$ cat config.mk
export PLATFORM = sky130hd
export DESIGN_NAME = fetch_unit
export DESIGN_NICKNAME = d
export VERILOG_FILES = /design/src/rtl/fetch_unit.sv
export SDC_FILE = /design/constraint.sdc
export NUM_CORES = 1
export LEC_CHECK = 0
export BUFFER_PORTS_ARGS = -buffer_cell sky130_fd_sc_hd__buf_2
export CORE_UTILIZATION = 59
export CTS_BUF_LIST = sky130_fd_sc_hd__clkbuf_4 sky130_fd_sc_hd__clkbuf_8 sky130_fd_sc_hd__clkbuf_16
export DETAILED_ROUTE_END_ITERATION = 10
export GPL_TIMING_DRIVEN = 0
export PLACE_DENSITY = 0.93
export SKIP_LAST_GASP = 1
export SYNTH_ARGS = -nofsm -noshare
export SYNTH_HDL_FRONTEND = slang
export SYNTH_SLANG_ARGS = --single-unit
$ cat constraint.sdc
create_clock -name clk -period 22.5 [get_ports clk]
set_input_delay 2.25 -clock clk [delete_from_list [all_inputs] [get_ports clk]]
set_output_delay 2.25 -clock clk [all_outputs]
set_load 0.01 [all_outputs]
$ cat src/rtl/fetch_unit.sv
// LEGv8 instruction-fetch stage: PC, single-outstanding imem request/grant/response
// handshake, IF/ID register with one-entry skid buffer, stall and branch redirect.
module fetch_unit #(
    parameter int             N        = 64,
    parameter logic [N-1:0]   RESET_PC = '0,
    parameter int             OPC_W    = 11
) (
    input  logic              clk,
    input  logic              reset,
    input  logic              stall,
    input  logic              br_taken,
    input  logic [N-1:0]      br_target,
    output logic              im_req,
    output logic [N-1:0]      im_addr,
    input  logic              im_gnt,
    input  logic              im_rvalid,
    input  logic [31:0]       im_rdata,
    output logic              if_id_valid,
    output logic [31:0]       if_id_instr,
    output logic [N-1:0]      if_id_pc,
    output logic [OPC_W-1:0]  if_id_opcode,
    output logic [N-1:0]      pc_out
);

    // state  | meaning
    // S_REQ  | request the word at pc (held off while the skid is full)
    // S_WAIT | one request outstanding, waiting for im_rvalid
    typedef enum logic {S_REQ, S_WAIT} state_t;

    state_t       state;
    logic [N-1:0] pc;
    logic [N-1:0] req_pc;
    logic         drop;
    logic         skid_valid;
    logic [31:0]  skid_instr;
    logic [N-1:0] skid_pc;

    logic         fire;
    logic         deliver;
    logic [N-1:0] pc_inc;
    logic [N-1:0] br_aligned;
    logic         unused_br_low;

    assign im_req        = (state == S_REQ) && !skid_valid && !reset;
    assign fire          = im_req && im_gnt;
    assign deliver       = (state == S_WAIT) && im_rvalid && !drop && !br_taken;
    assign pc_inc        = pc + N'(4);
    assign br_aligned    = {br_target[N-1:2], 2'b00};
    assign unused_br_low = ^br_target[1:0];

    assign im_addr      = {pc[N-1:2], 2'b00};
    assign pc_out       = pc;
    assign if_id_opcode = if_id_instr[31 -: OPC_W];

    always_ff @(posedge clk or posedge reset) begin
        if (reset) begin
            state  <= S_REQ;
            pc     <= RESET_PC;
            req_pc <= '0;
            drop   <= 1'b0;
        end else begin
            case (state)
                S_REQ: begin
                    if (fire) begin
                        state  <= S_WAIT;
                        req_pc <= pc;
                        // a grant coinciding with a redirect belongs to the old PC
                        drop   <= br_taken;
                        pc     <= br_taken ? br_aligned : pc_inc;
                    end else if (br_taken) begin
                        pc <= br_aligned;
                    end
                end
                S_WAIT: begin
                    if (br_taken)
                        pc <= br_aligned;
                    if (im_rvalid) begin
                        state <= S_REQ;
                        drop  <= 1'b0;
                    end else if (br_taken) begin
                        drop <= 1'b1;
                    end
                end
                default: state <= S_REQ;
            endcase
        end
    end

    always_ff @(posedge clk or posedge reset) begin
        if (reset) begin
            if_id_valid <= 1'b0;
            if_id_instr <= '0;
            if_id_pc    <= '0;
            skid_valid  <= 1'b0;
            skid_instr  <= '0;
            skid_pc     <= '0;
        end else if (br_taken) begin
            if_id_valid <= 1'b0;
            skid_valid  <= 1'b0;
        end else if (stall && if_id_valid) begin
            // skid cannot already be full here: a full skid suppresses requests
            if (deliver) begin
                skid_valid <= 1'b1;
                skid_instr <= im_rdata;
                skid_pc    <= req_pc;
            end
        end else if (skid_valid) begin
            if_id_valid <= 1'b1;
            if_id_instr <= skid_instr;
            if_id_pc    <= skid_pc;
            skid_valid  <= 1'b0;
        end else if (deliver) begin
            if_id_valid <= 1'b1;
            if_id_instr <= im_rdata;
            if_id_pc    <= req_pc;
        end else begin
            if_id_valid <= 1'b0;
        end
    end

endmodule

==> impl_results.md <==
- DP HPWL: slightly above 30000 µm
- Fin area: between 15000 and 20000 µm²
- Post-CTS setup buffer count: 0
- Vias in the first global route: approximately 13000
- Via count: between 10000 and 15000
- Yosys warning total: 0
- DR iter-0 viols: 1347
- Detailed Routing Iterations Pass 1: 5
- Commonest cells after routing, fill and taps aside: nand2_1 (352), buf_2 (346), dfrtp_1 (324)
- Wire length per cell: approximately 21 µm
- Worst Path Required: between 20 and 25 ns
- Synthesized instance count: 1427
- Ys flop type: dfrtp_1
- Port-buffer cells: between 300 and 400
- Footprint of the multi-input gates: a little under 6000 µm²
- Final hold violations: 0
- Max Fclk: between 150 and 200 MHz
- Die ar.: 26000 µm²
- Layout cell share with drive strength beyond 1: about a third
- Post-CTS sizing: 0
- Worst rel slew slack: 7.47%
- Syn Area/Cell: approximately 10 µm²
- Fillers: 1562
- Max-cap violation count: 0
- Htree depth: 2
- CTS tree: built
- Final setup viols: 0
- WS Path Type: in2out
- Largest cells by area after synthesis: dfrtp_1 (54%), nand2_1 (8.8%), mux2_2 (7.6%)
- Die width: about 160 µm
- Final setup TNS: 0 ns
- Placed inst area: ~17000 µm²
- EDFF count, synth: 0
- Area delta synth->final: 22.7%
- Place WS: approximately 17 ns
- Placer Congestion: about 0.90
- Async SR Flop Fraction: 100%
- Crit path cell chain: buf_2 -> nor3_1 -> buf_2
- Num CTS Buffers: 35
- Status: finished clean
- Synth area leader: dfrtp_1
- Seq/Total Area, Yosys: roughly 54%
- N_diodes: 0
- Synth unique cells: 48
- Leakage power: around 9 nW
- Core area: about 25000 µm²
- CP startpoint: reset
- Max incr delay on CP: between 0.3 and 0.4 ns
- Commonest non-fill, non-tap cell in the layout: nand2_1
- Setup Skew: about 0.016 ns
- First-pass GRT wire length: between 60000 and 70000 µm
- DRC viols: 0
- Synth Register Bits: 324
- Initial Util: about three fifths
- Worst Setup End Kind: primary output
- DRT antenna net count: 0
- Post-CTS Hold Fix Bufs: 0
- Mapped Area: roughly 15000 µm²
- CTS clk-pin slew, worst paths: around 0.060 ns
- Worst hold start: if_id_pc[15]
- Total power: between 1.5 and 2 mW
- Slew Limit Fails: 0
- Clock Sinks: 324
- Worst-path fanout max: 3
- PwrDens: 96.4 nW/µm²
- Crit start category: primary input
- Final Cycle Share: 23.3%
- Post-route minimum period: between 5 and 6 ns
- Hold Path Class: reg2reg
- IR drop worst, VDD: about 0.00007 V
- Clk_lat worst skew: about 0.52 ns
- Clk root buf: clkbuf_16
- RSZ-0062 raised after global routing: no
- Arrival time worst endpoint: approximately 3.0 ns
- Cell Rows: between 50 and 60
- Total GRT Usage: approximately a third
- Final core utilization: 74.6%
- Clk buf depth: 3
- Vias per inst: about 5.9
- Largest net degree at the start of global routing: 135
- Fin worst setup slack: around 17 ns
- Ports: between 300 and 400
- CP max stage cell: nor3_1
- Final nets: between 1500 and 2000
- Worst R2R Start: state
- Remaining global-route overflow: 0
- Storage cell area: 8110 µm²
- Worst path most repeated cell: buf_2
- Routed Wire Length: ~45000 µm
- Least-Margin Pin Slew: 1.38 ns
- Share of the synthesized area in the top cell type: roughly 54%
- Die Ht: roughly 160 µm
- Initial antenna violation count: 0
==> Yosys cell counts, types with 10 or more instances <==
| cell | number |
|---|---|
| buf_2 | 12 |
| nand3_1 | 24 |
| o21ai_0 | 149 |
| nor4_1 | 19 |
| nor3_1 | 16 |
| dfrtp_1 | 324 |
| nor2_1 | 18 |
| nand2_1 | 352 |
| nand4_1 | 21 |
| a31oi_1 | 10 |
| mux2i_1 | 101 |
| inv_1 | 10 |
| and4_1 | 12 |
| clkbuf_1 | 65 |
| mux2_2 | 101 |
| xor2_1 | 12 |
| buf_4 | 76 |
| xnor2_1 | 36 |
==> worst max-delay path, delay by kind of cell <==
kind,cells,cell delay [ns]
and+or+nand+nor,1,0.36
buffers and inverters,2,0.39
==> path summary, 6_finish.rpt <==
check | endpoint | slack [ns] | depth (start not counted)
max | im_req | 17.25 | 3
min | if_id_pc[15] | 0.48 | 2
max reg2reg | if_id_pc[53] | 18.98 | 8
min reg2reg | if_id_pc[15] | 0.48 | 2
max in group asynchronous | if_id_pc[7] | 19.55 | 3
min in group asynchronous | skid_pc[54] | 1.88 | 2
==> report_power, final <==
| part | internal, mW | switching (mW) |
|---|---|---|
| clock network | 0.383 | 0.236 |
| registers | 0.695 | 0.0917 |
| logic | 0.155 | 0.208 |
==> logic make-up after synthesis <==
group,Yosys count,share of synthesized area (%)
compound gates,173,6.03
xor+xnor,48,2.81
fa+ha+maj,1,0.0837
buf+inv,172,6.45
flops,324,54.2
mux,202,14.4
other cells,1,0.0251
simple gates,506,16.0
==> final cells by class <==
cell class                 instances  share of cell area, %
buffer                           161                   5.03
sequential                       324                   44.2
tap                              324                   2.21
clock inverter                    17                   1.41
timing repair buffer             336                   9.41
clock buffer                      46                   5.43
inverter                          11                  0.266
multi-input combinational        932                   32.1
==> state kept, by name, indices dropped and copies added, names as in the netlist <==
| register | flops |
|---|---|
| skid_valid | 1 |
| pc_out | 64 |
| if_id_pc | 64 |
| skid_pc | 64 |
| state | 1 |
| req_pc | 64 |
| skid_instr | 32 |
| drop | 1 |
| if_id_valid | 1 |
| if_id_instr | 32 |
==> layer usage <==
layer  wire [µm]  GRT usage (%)  vias to the layer above
li1            -              -                     5537
met1       16400           42.7                     6179
met2       21900           58.2                      827
met3        4020           6.45                      168
met5           0              0                        -
met4        2180           17.2                        0
==> metrics by stage <==
step / cells / hold WS [ns]
6_report: 2151 / 0.478
4_1_cts: 2151 / 0.479
5_1_grt: 2151 / 0.511
2_1_floorplan: 1428 / 0.462
3_3_place_gp: 2086 / 0.456
3_5_place_dp: 2088 / 0.465
(Power assumes the default switching activity.)
